`src/rtl/adc128s102_master_if.sv`:
```
// rtl/adc128s102_master_if.sv - host handshake and ADC pin bundle for adc128s102_master
// Ports (master view):
//   start, ch_mask                          in   scan request and channel enables
//   busy, data_vld, data_ch, data, done     out  scan status and results
//   SCLK, CSn, DIN                          out  ADC serial clock, chip select, control bits
//   DOUT                                    in   ADC serial data
`timescale 1ns/1ps
interface adc128s102_master_if;
  logic        start;
  logic [7:0]  ch_mask;
  logic        busy;
  logic        data_vld;
  logic [2:0]  data_ch;
  logic [11:0] data;
  logic        done;
  logic        SCLK;
  logic        CSn;
  logic        DIN;
  logic        DOUT;

  modport master (
    input  start, ch_mask, DOUT,
    output busy, data_vld, data_ch, data, done, SCLK, CSn, DIN
  );

  modport slave (
    output start, ch_mask, DOUT,
    input  busy, data_vld, data_ch, data, done, SCLK, CSn, DIN
  );
endinterface

```
`src/rtl/adc128s102_master.sv`:
```
// rtl/adc128s102_master.sv - SPI scan master for the ADC128S102 8-channel 12-bit ADC
// Ports:
//   CLK   in   system clock, rising edge
//   RSTn  in   asynchronous active-low reset
//   bus   adc128s102_master_if.master: start/ch_mask in, busy/data_vld/data_ch/data/done out,
//         SCLK/CSn/DIN out to the ADC, DOUT in from the ADC
`timescale 1ns/1ps
module adc128s102_master #(
  parameter int CLK_DIV = 4,
  parameter int CS_IDLE = 4
) (
  input  logic                 CLK,
  input  logic                 RSTn,
  adc128s102_master_if.master  bus
);

  typedef enum logic [2:0] {
    ST_IDLE,
    ST_SETUP,
    ST_LOW,
    ST_HIGH,
    ST_HOLD
  } state_t;

  localparam logic [7:0]  DIV_LAST  = 8'(CLK_DIV - 1);
  localparam logic [15:0] IDLE_LOAD = 16'(CS_IDLE);

  state_t      state_q, state_d;
  logic [7:0]  div_q, div_d;         // CLK count within the current SCLK half-period
  logic [3:0]  bit_q, bit_d;         // frame bit index, 15 down to 0
  logic [7:0]  rem_q, rem_d;         // channels still to be addressed in this burst
  logic [2:0]  prev_ch_q, prev_ch_d; // channel addressed in the previous frame
  logic        first_q, first_d;     // frame 0: its result belongs to no requested channel
  logic [11:0] rx_q, rx_d;           // only the last 12 DOUT bits of a frame are kept
  logic [15:0] idle_q, idle_d;       // CSn-high guard time after a burst
  logic        sclk_q, sclk_d;
  logic        csn_q, csn_d;
  logic        din_q, din_d;
  logic        busy_q, busy_d;
  logic        vld_q, vld_d;
  logic        done_q, done_d;
  logic [11:0] data_q, data_d;
  logic [2:0]  data_ch_q, data_ch_d;

  logic [2:0]  cur_ch;
  logic        rem_any;
  logic        div_end;

  // Control word: bits 13:11 carry the address, everything else is zero.
  function automatic logic ctrl_bit(input logic [3:0] b, input logic [2:0] addr);
    case (b)
      4'd13:   ctrl_bit = addr[2];
      4'd12:   ctrl_bit = addr[1];
      4'd11:   ctrl_bit = addr[0];
      default: ctrl_bit = 1'b0;
    endcase
  endfunction

  // Lowest pending channel is the one addressed in the current frame; once the
  // mask is exhausted the trailing frame addresses channel 0.
  always_comb begin
    cur_ch = 3'd0;
    for (int i = 7; i >= 0; i--) begin
      if (rem_q[i]) cur_ch = 3'(i);
    end
  end

  assign rem_any = |rem_q;
  assign div_end = (div_q == DIV_LAST);

  always_comb begin
    state_d   = state_q;
    div_d     = div_q;
    bit_d     = bit_q;
    rem_d     = rem_q;
    prev_ch_d = prev_ch_q;
    first_d   = first_q;
    rx_d      = rx_q;
    idle_d    = idle_q;
    sclk_d    = sclk_q;
    csn_d     = csn_q;
    din_d     = din_q;
    busy_d    = busy_q;
    vld_d     = 1'b0;
    done_d    = 1'b0;
    data_d    = data_q;
    data_ch_d = data_ch_q;

    case (state_q)
      ST_IDLE: begin
        busy_d = 1'b0;
        if (idle_q != 16'd0) idle_d = idle_q - 16'd1;
        // busy_q is still set in the cycle after an empty-mask scan, so a
        // start arriving then is dropped like any other start while busy.
        if (bus.start && !busy_q && idle_q == 16'd0) begin
          busy_d = 1'b1;
          if (bus.ch_mask == 8'd0) begin
            done_d = 1'b1;
          end else begin
            state_d = ST_SETUP;
            csn_d   = 1'b0;
            rem_d   = bus.ch_mask;
            first_d = 1'b1;
            bit_d   = 4'd15;
            div_d   = 8'd0;
          end
        end
      end

      ST_SETUP: begin
        if (div_end) begin
          state_d = ST_LOW;
          sclk_d  = 1'b0;
          din_d   = ctrl_bit(bit_q, cur_ch);
          div_d   = 8'd0;
        end else begin
          div_d = div_q + 8'd1;
        end
      end

      ST_LOW: begin
        if (div_end) begin
          state_d = ST_HIGH;
          sclk_d  = 1'b1;
          rx_d    = {rx_q[10:0], bus.DOUT};
          div_d   = 8'd0;
        end else begin
          div_d = div_q + 8'd1;
        end
      end

      ST_HIGH: begin
        // First cycle after the rising edge that captured bit 0.
        if (div_q == 8'd0 && bit_q == 4'd0 && !first_q) begin
          vld_d     = 1'b1;
          data_d    = rx_q;
          data_ch_d = prev_ch_q;
        end
        if (div_end) begin
          div_d = 8'd0;
          if (bit_q != 4'd0) begin
            state_d = ST_LOW;
            sclk_d  = 1'b0;
            bit_d   = bit_q - 4'd1;
            din_d   = ctrl_bit(bit_q - 4'd1, cur_ch);
          end else if (rem_any) begin
            // Next frame starts straight away; its address bits come from
            // the mask with the just-sent channel removed.
            state_d   = ST_LOW;
            sclk_d    = 1'b0;
            bit_d     = 4'd15;
            din_d     = 1'b0;
            rem_d     = rem_q & ~(8'd1 << cur_ch);
            prev_ch_d = cur_ch;
            first_d   = 1'b0;
          end else begin
            state_d = ST_HOLD;
          end
        end else begin
          div_d = div_q + 8'd1;
        end
      end

      ST_HOLD: begin
        if (div_end) begin
          state_d = ST_IDLE;
          csn_d   = 1'b1;
          din_d   = 1'b0;
          done_d  = 1'b1;
          busy_d  = 1'b0;
          idle_d  = IDLE_LOAD;
          div_d   = 8'd0;
        end else begin
          div_d = div_q + 8'd1;
        end
      end

      default: state_d = ST_IDLE;
    endcase
  end

  always_ff @(posedge CLK or negedge RSTn) begin
    if (!RSTn) begin
      state_q   <= ST_IDLE;
      div_q     <= 8'd0;
      bit_q     <= 4'd0;
      rem_q     <= 8'd0;
      prev_ch_q <= 3'd0;
      first_q   <= 1'b0;
      rx_q      <= 12'd0;
      idle_q    <= 16'd0;
      sclk_q    <= 1'b1;
      csn_q     <= 1'b1;
      din_q     <= 1'b0;
      busy_q    <= 1'b0;
      vld_q     <= 1'b0;
      done_q    <= 1'b0;
      data_q    <= 12'd0;
      data_ch_q <= 3'd0;
    end else begin
      state_q   <= state_d;
      div_q     <= div_d;
      bit_q     <= bit_d;
      rem_q     <= rem_d;
      prev_ch_q <= prev_ch_d;
      first_q   <= first_d;
      rx_q      <= rx_d;
      idle_q    <= idle_d;
      sclk_q    <= sclk_d;
      csn_q     <= csn_d;
      din_q     <= din_d;
      busy_q    <= busy_d;
      vld_q     <= vld_d;
      done_q    <= done_d;
      data_q    <= data_d;
      data_ch_q <= data_ch_d;
    end
  end

  assign bus.SCLK     = sclk_q;
  assign bus.CSn      = csn_q;
  assign bus.DIN      = din_q;
  assign bus.busy     = busy_q;
  assign bus.data_vld = vld_q;
  assign bus.done     = done_q;
  assign bus.data     = data_q;
  assign bus.data_ch  = data_ch_q;

endmodule

```
`src/flat_wrapper.sv`:
```
// flat-port wrapper written by rule: the top's interface ports become plain ports
module adc128s102_master_flat 
#(
  parameter int CLK_DIV = 4,
  parameter int CS_IDLE = 4
)
  (CLK, RSTn, bus_start, bus_ch_mask, bus_DOUT, bus_busy, bus_data_vld, bus_data_ch, bus_data, bus_done, bus_SCLK, bus_CSn, bus_DIN);
  adc128s102_master_if bus_i ();
  input  logic CLK;
  input  logic RSTn;
  input wire logic [$bits(bus_i.start)-1:0] bus_start;
  input wire logic [$bits(bus_i.ch_mask)-1:0] bus_ch_mask;
  input wire logic [$bits(bus_i.DOUT)-1:0] bus_DOUT;
  output wire logic [$bits(bus_i.busy)-1:0] bus_busy;
  output wire logic [$bits(bus_i.data_vld)-1:0] bus_data_vld;
  output wire logic [$bits(bus_i.data_ch)-1:0] bus_data_ch;
  output wire logic [$bits(bus_i.data)-1:0] bus_data;
  output wire logic [$bits(bus_i.done)-1:0] bus_done;
  output wire logic [$bits(bus_i.SCLK)-1:0] bus_SCLK;
  output wire logic [$bits(bus_i.CSn)-1:0] bus_CSn;
  output wire logic [$bits(bus_i.DIN)-1:0] bus_DIN;
  assign bus_i.start = bus_start;
  assign bus_i.ch_mask = bus_ch_mask;
  assign bus_i.DOUT = bus_DOUT;
  assign bus_busy = bus_i.busy;
  assign bus_data_vld = bus_i.data_vld;
  assign bus_data_ch = bus_i.data_ch;
  assign bus_data = bus_i.data;
  assign bus_done = bus_i.done;
  assign bus_SCLK = bus_i.SCLK;
  assign bus_CSn = bus_i.CSn;
  assign bus_DIN = bus_i.DIN;
  adc128s102_master #(.CLK_DIV(CLK_DIV), .CS_IDLE(CS_IDLE)) u_core (.CLK(CLK), .RSTn(RSTn), .bus(bus_i));
endmodule
```
`config.mk`:
```
export PLATFORM = sky130hd
export DESIGN_NAME = adc128s102_master_flat
export DESIGN_NICKNAME = d
export VERILOG_FILES = /design/src/rtl/adc128s102_master_if.sv /design/src/rtl/adc128s102_master.sv /design/src/flat_wrapper.sv
export SDC_FILE = /design/constraint.sdc
export NUM_CORES = 1
export LEC_CHECK = 0
export CORE_AREA = 2 2 83 85
export DETAILED_ROUTE_END_ITERATION = 10
export DIE_AREA = 0 0 85 87
export PLACE_DENSITY = 0.92
export SETUP_SLACK_MARGIN = 0.1
export SLEW_MARGIN = 20
export SYNTH_ARGS = -nofsm -noshare
export SYNTH_HDL_FRONTEND = slang
export SYNTH_SLANG_ARGS = --single-unit
```
`constraint.sdc`:
```
create_clock -name CLK -period 6.3 [get_ports CLK]
set_input_delay 0.945 -clock CLK [delete_from_list [all_inputs] [get_ports CLK]]
set_output_delay 0.945 -clock CLK [all_outputs]
set_load 0.005 [all_outputs]
```
==> run metrics, run 1 <==
height of the die=87 µm; share of total power in sequential cells=42.2%; Max Fclk=350 MHz; number of fillers in the final layout=429; synthesized area per cell=11.0 µm²; worst hold path class=reg -> reg; width of the die=85 µm; count of final max-slew check failures=0; remaining max-slew budget at the tightest pin=36.6%; switching power=732 µW; Initial DRC Count=313; Setup Fix Bufs, Post-CTS=0; clock latency reported for the late side of the worst-skew pair=0.37 ns; count of cells resized by post-cts repair=0; proportion of power drawn by combinational gates=36.8%; Post-synth top flop=sky130_fd_sc_hd__dfrtp_1; Clock H-tree levels=3; post-detailed-route DRC marker count=0; clock network fraction of design power=21.0%; count of placed standard cells including taps=466; crit path DAT=3.11 ns; detailed-route wire length per cell=18.6 µm; category of the critical setup timing path=in -> reg; PwrDens=381 mW/mm²; Synth top area share=45.9%; Ports=33; critical path's top delay family=simple AND/OR/NAND/NOR gates; total design power=1740 µW; Clock Pin Slew Worst Setup and Hold Paths=0.09 ns; biggest area contributors in the synthesized netlist=sky130_fd_sc_hd__dfrtp_1 46%, sky130_fd_sc_hd__mux2_2 5.6%, sky130_fd_sc_hd__mux2_4 3.7%; ratio of cells with drive above 1 in the final layout=17.7%; area of placed instances=0.00438 mm²; outcome=complete, no violations; layout-stage area growth over the synthesis result=13.3%; global-route wire length before repair=14800 µm; Total Routing Usage GR=25.1%; ant diodes=0; HPWL reported at the end of detailed placement=6070 µm; global placer's final weighted congestion=0.887; actual slew at the worst max-slew pin=0.951 ns; ordered cell list for the critical path=clkdlybuf4s50_1 -> nor2b_1 -> nand4_1 -> nor3_2 -> o211ai_2 -> a221o_1; area of the mapped netlist=0.00403 mm²; Net count, final=417; number of buffers created by CTS=9; sink count of the clock tree=76; standard-cell row count=30; RSZ-0062 raised after global routing=false; Post-synth EDFFs=0; Highest Signal Layer=met4; overflow left after global routing=0; met3 layer wire length in the routed design=460 µm; Non-Filler Cell Area, Final=0.00457 mm²; Max Root-Sink Buffers=2; critical path required time=6.56 ns; count of antenna-violating nets left after detailed routing=0; final clock skew=0.0158 ns; Max Cap Violations=0; final count of negative-setup-slack endpoints=0; post-route met1 wirelength=3790 µm; area of the core region=0.00657 mm²; endpoint kind of the worst setup timing path=flip-flop; startpoint of the worst register-to-register path=u_core.div_q[0]; post-cts hold buffer count=0; total number of vias=3129; non-filler instance count after layout=482; vias in the first global route=3093; library cells used by synthesis=69; Crit. Startpoint=bus_start; number of port buffers=32; clock root buffer=sky130_fd_sc_hd__clkbuf_8; worst stage delay on the critical path=0.68 ns; synthesized net count=387; post-synthesis sequential area ratio=47.3%; pin count of the biggest net entering global routing=77; final period utilization=45.3%; switching share of power=42.1%; combined buffer and inverter count along the critical path=1; share of synthesized flip-flops with an asynchronous set or reset=100%; metal2 WL=4570 µm; number of antenna violations at the first check in global routing=0; Avg Vias per Cell=6.49; Post-Synthesis Cells=367; hold violation total from the final report=0; clock tree from TritonCTS=built; Pint=1010 µW; hold_sp=u_core.bus.data_ch[0]; drt pass-1 iters=4; Slowest cell on crit path=sky130_fd_sc_hd__nor3_2; register bit count reported by yosys=76; worst voltage drop across the vdd grid=0.000225 V; YS warnings=0; final core utilization=69.5%; sort of element at the start of the critical path=input port; starting density of the core=61.4%; Die ar.=0.00740 mm²; leakage dissipation=0.00198 µW; WL final=8950 µm; Crit Path Max Fanout=12; crit path time final=2.86 ns; Sum Neg Setup Slack=0 ns; leading area contributor after synthesis=sky130_fd_sc_hd__dfrtp_1
-- cells by family (layout without fill, tap and decap cells) --
logic type                 after synthesis  count (layout)  share of synthesized area, %
adders and majority gates                8               8                          2.48
muxes                                   31              31                          9.56
DFF                                     76              76                          47.3
AOI/OAI and AO/OA                       80              80                          15.0
and+or+nand+nor                        132             132                          19.6
buffers and inverters                   25              60                          2.89
xor gates and xnor gates                15              15                          3.26
-- worst paths after layout --
check	to	slack, ns	depth (start not counted)
setup / recovery	u_core.rem_q[7]	3.44	6
hold / removal	u_core.bus.data_ch[0]	0.52	1
max in group asynchronous	u_core.div_q[6]	4.97	1
hold reg to reg	u_core.bus.data_ch[0]	0.52	1
setup reg to reg	u_core.rx_q[3]	3.50	5
min in group asynchronous	u_core.bus.data[9]	0.71	1
-- power groups by stage --
stage / sequential, µW / clock [µW] / combinational (µW)
final: 734 / 366 / 641
after global routing: 748 / 385 / 706
after CTS: 729 / 366 / 635
after detailed placement: 738 / 0 / 626
after global placement: 732 / 0 / 594
after floorplan: 678 / 0 / 524
-- synth_stat cells (3+ instances only) --
| cell type | n |
|---|---|
| sky130_fd_sc_hd__a221o_1 | 5 |
| sky130_fd_sc_hd__nand2b_1 | 6 |
| sky130_fd_sc_hd__dfrtp_1 | 74 |
| sky130_fd_sc_hd__nand3_1 | 12 |
| sky130_fd_sc_hd__a21oi_1 | 8 |
| sky130_fd_sc_hd__nand4_1 | 7 |
| sky130_fd_sc_hd__xor2_1 | 9 |
| sky130_fd_sc_hd__clkbuf_1 | 5 |
| sky130_fd_sc_hd__o21ai_0 | 15 |
| sky130_fd_sc_hd__or4_1 | 4 |
| sky130_fd_sc_hd__and3_1 | 6 |
| sky130_fd_sc_hd__a22o_1 | 5 |
| sky130_fd_sc_hd__inv_1 | 11 |
| sky130_fd_sc_hd__mux2_4 | 10 |
| sky130_fd_sc_hd__o211ai_1 | 3 |
| sky130_fd_sc_hd__ha_1 | 8 |
| sky130_fd_sc_hd__o31ai_1 | 5 |
| sky130_fd_sc_hd__nor2_1 | 34 |
| sky130_fd_sc_hd__nor4_4 | 3 |
| sky130_fd_sc_hd__mux2_2 | 20 |
| sky130_fd_sc_hd__a2bb2oi_1 | 3 |
| sky130_fd_sc_hd__buf_2 | 6 |
| sky130_fd_sc_hd__a21o_1 | 5 |
| sky130_fd_sc_hd__a32o_1 | 5 |
| sky130_fd_sc_hd__nand2_1 | 21 |
| sky130_fd_sc_hd__xnor2_1 | 6 |
| sky130_fd_sc_hd__nor4_1 | 4 |
| sky130_fd_sc_hd__nor3_1 | 9 |
-- per-stage QoR --
step / worst slack (ns) / hold slack [ns]
6_report: 3.44 / 0.515
5_1_grt: 3.35 / 0.534
4_1_cts: 3.53 / 0.517
3_5_place_dp: 3.16 / 0.489
3_3_place_gp: 3.28 / 0.485
2_1_floorplan: 4.05 / 0.457
-- routing by layer --
layer	GRT usage, %	vias to the layer above
li1	-	1435
met1	32.8	1562
met2	42.6	120
met3	3.32	12
met4	9.67	0
met5	0	-
-- placed cells by master (no fill, tap or decap), types with 3 or more instances in the layout --
cell	instances
sky130_fd_sc_hd__mux2_4	10
sky130_fd_sc_hd__xnor2_1	6
sky130_fd_sc_hd__and3_1	6
sky130_fd_sc_hd__a221o_1	5
sky130_fd_sc_hd__nor4_1	4
sky130_fd_sc_hd__o21ai_0	15
sky130_fd_sc_hd__clkdlybuf4s50_1	31
sky130_fd_sc_hd__ha_1	8
sky130_fd_sc_hd__a22o_1	5
sky130_fd_sc_hd__nor2_1	34
sky130_fd_sc_hd__o211ai_1	3
sky130_fd_sc_hd__a21oi_1	8
sky130_fd_sc_hd__or4_1	4
sky130_fd_sc_hd__o31ai_1	5
sky130_fd_sc_hd__a32o_1	5
sky130_fd_sc_hd__a21o_1	5
sky130_fd_sc_hd__nor4_4	3
sky130_fd_sc_hd__inv_1	11
sky130_fd_sc_hd__xor2_1	9
sky130_fd_sc_hd__inv_6	4
sky130_fd_sc_hd__nand2b_1	6
sky130_fd_sc_hd__clkbuf_8	9
sky130_fd_sc_hd__dfrtp_1	74
sky130_fd_sc_hd__nand3_1	12
sky130_fd_sc_hd__nor3_1	9
sky130_fd_sc_hd__a2bb2oi_1	3
sky130_fd_sc_hd__nand2_1	21
sky130_fd_sc_hd__nand4_1	7
sky130_fd_sc_hd__mux2_2	20
-- flip-flops by register name (all words and copies together) (netlist names) --
name	flops
u_core.idle_q	16
u_core.bus.data	12
u_core.rx_q	12
u_core.div_q	8
u_core.rem_q	8
u_core.bit_q	4
u_core.bus.data_ch	3
u_core.prev_ch_q	3
u_core.state_q	3
u_core.bus.CSn	1
u_core.bus.DIN	1
u_core.bus.SCLK	1
u_core.bus.busy	1
u_core.bus.data_vld	1
u_core.bus.done	1
u_core.first_q	1
-- final cells by class --
class | instances | area (µm²) | share of cell area, %
clock buffer | 9 | 124 | 2.71
tap | 80 | 100 | 2.19
timing repair buffer | 33 | 325 | 7.12
clock inverter | 7 | 62.6 | 1.37
sequential | 76 | 1900 | 41.7
inverter | 11 | 41.3 | 0.904
multi-input combinational | 266 | 2010 | 44.0
Note: power is estimated with default switching activity, not from simulation.
==> inputs of run 2 (changes only) <==
--- a/config.mk
+++ b/config.mk
@@ -5,10 +5,10 @@
 export SDC_FILE = /design/constraint.sdc
 export NUM_CORES = 1
 export LEC_CHECK = 0
-export CORE_AREA = 2 2 83 85
+export CORE_AREA = 2 2 87 89
 export DETAILED_ROUTE_END_ITERATION = 10
-export DIE_AREA = 0 0 85 87
-export PLACE_DENSITY = 0.92
+export DIE_AREA = 0 0 89 91
+export PLACE_DENSITY = 0.85
 export SETUP_SLACK_MARGIN = 0.1
 export SLEW_MARGIN = 20
 export SYNTH_ARGS = -nofsm -noshare
==> constraint.sdc (replaced) <==
create_clock -name CLK -period 2.9 [get_ports CLK]
set_input_delay 0.435 -clock CLK [delete_from_list [all_inputs] [get_ports CLK]]
set_output_delay 0.435 -clock CLK [all_outputs]
set_load 0.005 [all_outputs]
==> run 2 against run 1 <==
Sequential power is 110% higher. Register-to-register slack worse by 3.0 ns. Clock power is 110% higher. Clock-buffer cell count stayed put. Cell count is 5.2% higher. Die area is 9.5% higher. Highest routed layer unchanged. Power is 120% higher.
==> run metrics, run 2 (synthesized netlist as in run 1, its figures left out) <==
final clock skew=0.0104 ns (-0.00542 ns); Non-Filler Cell Area, Final=0.00464 mm² (+1.6%); clock root buffer=sky130_fd_sc_hd__clkbuf_8; Net count, final=423 (+1.4%); vias in the first global route=3046 (-1.5%); drt pass-1 iters=4 (unchanged); Initial DRC Count=193 (-38%); count of antenna-violating nets left after detailed routing=0 (unchanged); pin count of the biggest net entering global routing=77 (unchanged); endpoint of the worst-slack reg-to-reg timing path=u_core.rem_q[1]; critical path required time=3.13 ns (-3.43 ns); overflow left after global routing=0 (unchanged); remaining max-slew budget at the tightest pin=37.5% (+0.89 points); most common library cell in the layout ignoring fill and taps=sky130_fd_sc_hd__dfrtp_1; clock latency reported for the late side of the worst-skew pair=0.36 ns (about the same); clock tree from TritonCTS=built; HPWL reported at the end of detailed placement=6320 µm (+4.1%); actual slew at the worst max-slew pin=0.937 ns (-0.0134 ns); hold violation total from the final report=0 (unchanged); top register by number of flip-flops=u_core.idle_q; count of placed standard cells including taps=491 (+5.4%); Sum Neg Setup Slack=0 ns (unchanged); commonest cells after routing, fill and taps aside=74 x sky130_fd_sc_hd__dfrtp_1, 34 x sky130_fd_sc_hd__nor2_1, 31 x sky130_fd_sc_hd__clkdlybuf4s50_1, 21 x sky130_fd_sc_hd__nand2_1, 20 x sky130_fd_sc_hd__mux2_2; sink count of the clock tree=76 (unchanged); ratio of cells with drive above 1 in the final layout=18.9% (+1.2 points); post-detailed-route DRC marker count=0 (unchanged); Clock Pin Slew Worst Setup and Hold Paths=0.09 ns (about the same); number of antenna violations at the first check in global routing=0 (unchanged); final count of negative-setup-slack endpoints=0 (unchanged); Total Routing Usage GR=23.1% (-1.9 points); Max Root-Sink Buffers=2 (unchanged); register-to-register path setup slack=0.52 ns (-2.98 ns); leakage dissipation=0.00201 µW (+1.5%); detailed-route wire length per cell=17.1 µm (-7.7%); layout-stage area growth over the synthesis result=15.2%; crit path time final=2.38 ns; Max Fclk=420 MHz; startpoint of the worst register-to-register path=u_core.bit_q[0]; RSZ-0062 raised after global routing=false; Avg Vias per Cell=6.06 (-6.7%); height of the die=91 µm (+4.6%); r2r worst-path depth=7 (+2); worst hold path class=in -> async; Die ar.=0.00810 mm² (+9.5%); crit path DAT=2.62 ns (-0.49 ns); area of the core region=0.00714 mm² (+8.6%); width of the die=89 µm (+4.7%); global placer's final weighted congestion=0.874 (-1.5%); Clock H-tree levels=3 (unchanged); number of port buffers=32 (unchanged); outcome=complete, no violations; global-route wire length before repair=14700 µm (-0.55%); non-filler instance count after layout=507 (+5.2%); ant diodes=0 (unchanged); count of cells resized by post-cts repair=0 (unchanged); count of final max-slew check failures=0 (unchanged); WL final=8690 µm (-2.9%); area of placed instances=0.00445 mm² (+1.6%); sort of element at the start of the critical path=flip-flop; starting density of the core=56.5% (-4.9 points); worst voltage drop across the vdd grid=0.000349 V (+55%); post-cts hold buffer count=0 (unchanged); final period utilization=82.2%; endpoint kind of the worst setup timing path=flip-flop; Ports=33 (unchanged); standard-cell row count=31 (+3.3%); Max Cap Violations=0 (unchanged); PwrDens=814 mW/mm² (+110%); Setup Fix Bufs, Post-CTS=0 (unchanged); number of buffers created by CTS=9 (unchanged); Crit Path Max Fanout=8 (-4); category of the critical setup timing path=reg -> reg; number of flip-flops under the largest register name=16 (unchanged); total number of vias=3070 (-1.9%)
-- run 2: cell types whose count changed in the layout (fill, tap and decap cells not counted) --
| cell | before | now |
|---|---|---|
| sky130_fd_sc_hd__inv_6 | 4 | 3 |
| sky130_fd_sc_hd__inv_8 | 1 | 0 |
| sky130_fd_sc_hd__buf_4 | 2 | 8 |
| sky130_fd_sc_hd__clkinv_8 | 0 | 1 |
| sky130_fd_sc_hd__clkinv_4 | 1 | 2 |
-- run 2: per-stage QoR --
| step | power [µW] | setup WS (ns) | util (%) | hold WS, ns |
|---|---|---|---|---|
| global route | 4030 | 0.333 | 65.0 | 0.278 |
| floorplan | 2610 | 0.652 | - | 0.139 |
| finish | 3780 | 0.517 | 65.0 | 0.190 |
| detailed placement | 3010 | 0.507 | 62.3 | 0.485 |
| global placement | 2940 | 0.553 | 62.3 | 0.480 |
| CTS | 3780 | 0.541 | 65.0 | 0.242 |
-- run 2: area by class of cell --
| type | count | area, µm² |
|---|---|---|
| clock buffer | 9 | 124 |
| sequential | 76 | 1900 |
| clock inverter | 7 | 67.6 |
| inverter | 11 | 41.3 |
| fill | 569 | 2500 |
| tap | 99 | 124 |
| timing repair buffer | 39 | 370 |
| multi-input combinational | 266 | 2010 |
-- run 2: per-layer routing --
layer  vias to the layer above  part of all wire, %  global-route usage (%)
li1                       1449                    -                       -
met1                      1516                   44                    31.0
met2                        94                   49                    37.2
met3                        11                  5.5                    4.91
met4                         0                  1.3                    7.59
met5                         -                    0                       0
-- run 2: critical path, stage by stage (launching register included) --
cell                      delay (ns)
sky130_fd_sc_hd__dfrtp_1        0.45
sky130_fd_sc_hd__inv_1          0.14
sky130_fd_sc_hd__ha_1           0.31
sky130_fd_sc_hd__nor3b_1        0.39
sky130_fd_sc_hd__o21ai_1        0.24
sky130_fd_sc_hd__o21ai_0        0.25
sky130_fd_sc_hd__nand2_1        0.14
sky130_fd_sc_hd__a221o_1        0.35
-- run 2: how the worst max path moves through the flow --
stage                         start               endpoint  slack, ns
global placement     bus_ch_mask[5]        u_core.bit_q[0]       0.55
global route        u_core.bit_q[0]        u_core.rem_q[1]       0.33
finish              u_core.bit_q[0]        u_core.rem_q[1]       0.52
CTS                 u_core.bit_q[0]  u_core.bus.data_ch[2]       0.54
detailed placement   bus_ch_mask[5]        u_core.bus.done       0.51
floorplan           u_core.bit_q[0]    u_core.bus.data[10]       0.65
-- run 2: power by group --
part           internal (µW)  switching (µW)
Clock                    329             443
Sequential              1270             290
Combinational            626             825
==> inputs of run 3 (changes only) <==
--- a/config.mk
+++ b/config.mk
@@ -5,10 +5,10 @@
 export SDC_FILE = /design/constraint.sdc
 export NUM_CORES = 1
 export LEC_CHECK = 0
-export CORE_AREA = 2 2 87 89
+export CORE_AREA = 2 2 92 94
 export DETAILED_ROUTE_END_ITERATION = 10
-export DIE_AREA = 0 0 89 91
-export PLACE_DENSITY = 0.85
+export DIE_AREA = 0 0 94 96
+export PLACE_DENSITY = 0.8
 export SETUP_SLACK_MARGIN = 0.1
 export SLEW_MARGIN = 20
 export SYNTH_ARGS = -nofsm -noshare
==> constraint.sdc (replaced) <==
create_clock -name CLK -period 2 [get_ports CLK]
set_input_delay 0.3 -clock CLK [delete_from_list [all_inputs] [get_ports CLK]]
set_output_delay 0.3 -clock CLK [all_outputs]
set_load 0.005 [all_outputs]
==> run 3 against run 2 <==
The run now ends with setup timing left. Die area increased by 11%. Maximum frequency increased by 18%. Sequential share of layout area decreased by 8.1 points. Power increased by 86%. Critical endpoint is now u_core.prev_ch_q[0]. Via count increased by 21%. Non-clock buffer count increased by 91. Critical path depth decreased by 2. Routed wire length increased by 41%. Cell count increased by 19%.
==> run metrics, run 3 (synthesized netlist as in run 1, its figures left out) <==
non-filler instance count after layout=605 (+19%); violated checks=setup timing; proportion of power drawn by combinational gates=51.8% (+13 points); clock tree from TritonCTS=built; Avg Vias per Cell=6.15 (+1.6%); final clock skew=0.0153 ns (+0.00497 ns); RSZ-0062 raised after global routing=true; total number of vias=3721 (+21%); drt pass-1 iters=5 (+1); most common library cell in the layout ignoring fill and taps=sky130_fd_sc_hd__buf_4; register-to-register path setup slack=-0.02 ns (-0.54 ns); Net count, final=515 (+22%); total design power=7040 µW (+86%); endpoint kind of the worst setup timing path=flip-flop; Non-Filler Cell Area, Final=0.00581 mm² (+25%); number of port buffers=32 (unchanged); number of flip-flops under the largest register name=16 (unchanged); category of the critical setup timing path=reg -> reg; final count of negative-setup-slack endpoints=3 (+3); sort of element at the start of the critical path=flip-flop; Total Routing Usage GR=24.5% (+1.4 points); standard-cell row count=33 (+6.5%); endpoint of the worst-slack reg-to-reg timing path=u_core.prev_ch_q[0]; clock network fraction of design power=16.7% (-3.7 points); startpoint of the worst register-to-register path=u_core.div_q[3]; commonest cells after routing, fill and taps aside=83 x sky130_fd_sc_hd__buf_4, 67 x sky130_fd_sc_hd__dfrtp_1, 31 x sky130_fd_sc_hd__clkdlybuf4s50_1, 27 x sky130_fd_sc_hd__nor2_1, 20 x sky130_fd_sc_hd__mux2_4; top register by number of flip-flops=u_core.idle_q; starting density of the core=50.1% (-6.4 points); global-route wire length before repair=17300 µm (+18%); overflow left after global routing=0 (unchanged); number of antenna violations at the first check in global routing=0 (unchanged); switching share of power=42.1% (+0.86 points); switching power=2960 µW (+90%); detailed-route wire length per cell=20.3 µm (+18%); crit path time final=2.02 ns (-0.362 ns); pin count of the biggest net entering global routing=61 (-21%); leakage dissipation=0.00256 µW (+27%); global placer's final weighted congestion=0.895 (+2.5%); post-placement worst setup slack=-0.207 ns (-0.714 ns); Initial DRC Count=264 (+37%); area of the core region=0.00805 mm² (+13%); count of antenna-violating nets left after detailed routing=0 (unchanged); Max Root-Sink Buffers=2 (unchanged); Max Cap Violations=0 (unchanged); Max Fclk=495 MHz (+18%); hold violation total from the final report=0 (unchanged); number of buffers created by CTS=9 (unchanged); ant diodes=0 (unchanged); count of placed standard cells including taps=555 (+13%); Crit Path Max Fanout=4 (-4); ratio of cells with drive above 1 in the final layout=45.6% (+27 points); Sum Neg Setup Slack=-0.0222 ns (-0.0222 ns); clock latency reported for the late side of the worst-skew pair=0.37 ns (about the same); clock root buffer=sky130_fd_sc_hd__clkbuf_8; HPWL reported at the end of detailed placement=6930 µm (+9.6%); critical path required time=2.25 ns (-0.88 ns); WL final=12300 µm (+41%); Pint=4080 µW (+84%); outcome=complete, but fails checks; Ports=33 (unchanged); width of the die=94 µm (+5.6%); Die ar.=0.00902 mm² (+11%); Clock H-tree levels=3 (unchanged); layout-stage area growth over the synthesis result=44.2%; remaining max-slew budget at the tightest pin=48.3% (+11 points); worst-case setup margin in the final layout=-0.0207 ns (-0.538 ns); sink count of the clock tree=76 (unchanged); vias in the first global route=3565 (+17%); height of the die=96 µm (+5.5%); worst hold path class=in -> async; count of final max-slew check failures=0 (unchanged); crit path DAT=2.27 ns (-0.35 ns); post-cts hold buffer count=0 (unchanged); share of total power in sequential cells=31.5% (-9.7 points); actual slew at the worst max-slew pin=0.776 ns (-0.162 ns); post-detailed-route DRC marker count=0 (unchanged); Clock Pin Slew Worst Setup and Hold Paths=0.09 ns (about the same); final period utilization=101% (+19 points); PwrDens=1210 mW/mm² (+49%); worst voltage drop across the vdd grid=0.000523 V (+50%); area of placed instances=0.00494 mm² (+11%); r2r worst-path depth=5 (-2)
-- run 3: changes by cell type in the layout (fill, tap and decap cells not counted), sizes merged --
cell      delta
inv          +2
clkinv       -3
clkbuf       +2
clkinvlp     +1
o211ai       +1
buf         +89
-- run 3: cell type report --
type                            count  area [µm²]
Fill cell                         500        2240
Inverter                           11        41.3
Sequential cell                    76        1910
Multi-Input combinational cell    267        2390
Clock buffer                        9         124
Timing Repair Buffer              130        1150
Clock inverter                      7        63.8
Tap cell                          105         131
-- run 3: timing repair --
action                                  4_1_cts  5_1_grt
buffers inserted                             17       15
endpoints found under the setup margin       52       67
cloned                                        1        2
pin swaps                                     7       43
resized for setup                            25       78
endpoints found under the hold margin         0        0
-- run 3: metal layers --
metal,track usage (%),up-vias,wire length [µm]
met2,43.2,190,6120
met3,4.23,60,704
met4,8.57,0,625
met5,0,-,0
li1,-,1636,-
met1,30.5,1835,4820
-- run 3: through the flow --
| stage | hold WS [ns] | util [%] |
|---|---|---|
| 2_1_floorplan | 0.00441 | - |
| 5_1_grt | 0.0677 | 72.2 |
| 3_3_place_gp | 0.420 | 61.3 |
| 3_5_place_dp | 0.423 | 61.3 |
| 4_1_cts | 0.0466 | 66.8 |
| 6_report | 0.00803 | 72.2 |
-- run 3: critical path: stages (launching register included) --
cell                      delay (ns)
sky130_fd_sc_hd__dfrtp_2        0.44
sky130_fd_sc_hd__or4_4          0.58
sky130_fd_sc_hd__nor2_4         0.26
sky130_fd_sc_hd__nand2_4        0.10
sky130_fd_sc_hd__nor2_4         0.19
sky130_fd_sc_hd__mux2_4         0.34
-- run 3: power groups by stage --
stage	clock, µW	combinational (µW)	sequential, µW
after floorplan	0	1700	2150
after detailed placement	0	2700	2210
after global routing	1260	3920	2250
final	1180	3650	2220
after global placement	0	2640	2190
after CTS	1150	3030	2180
-- run 3: worst max-delay path by stage --
stage	start	cells past startpoint	endpoint
after global placement	bus_ch_mask[5]	7	u_core.bit_q[0]
after floorplan	u_core.bit_q[1]	6	u_core.bus.data[10]
final	u_core.div_q[3]	5	u_core.prev_ch_q[0]
after global routing	u_core.state_q[1]	7	u_core.bus.data[6]
after detailed placement	bus_ch_mask[5]	7	u_core.bit_q[0]
after CTS	u_core.bit_q[0]	6	u_core.bus.data[3]
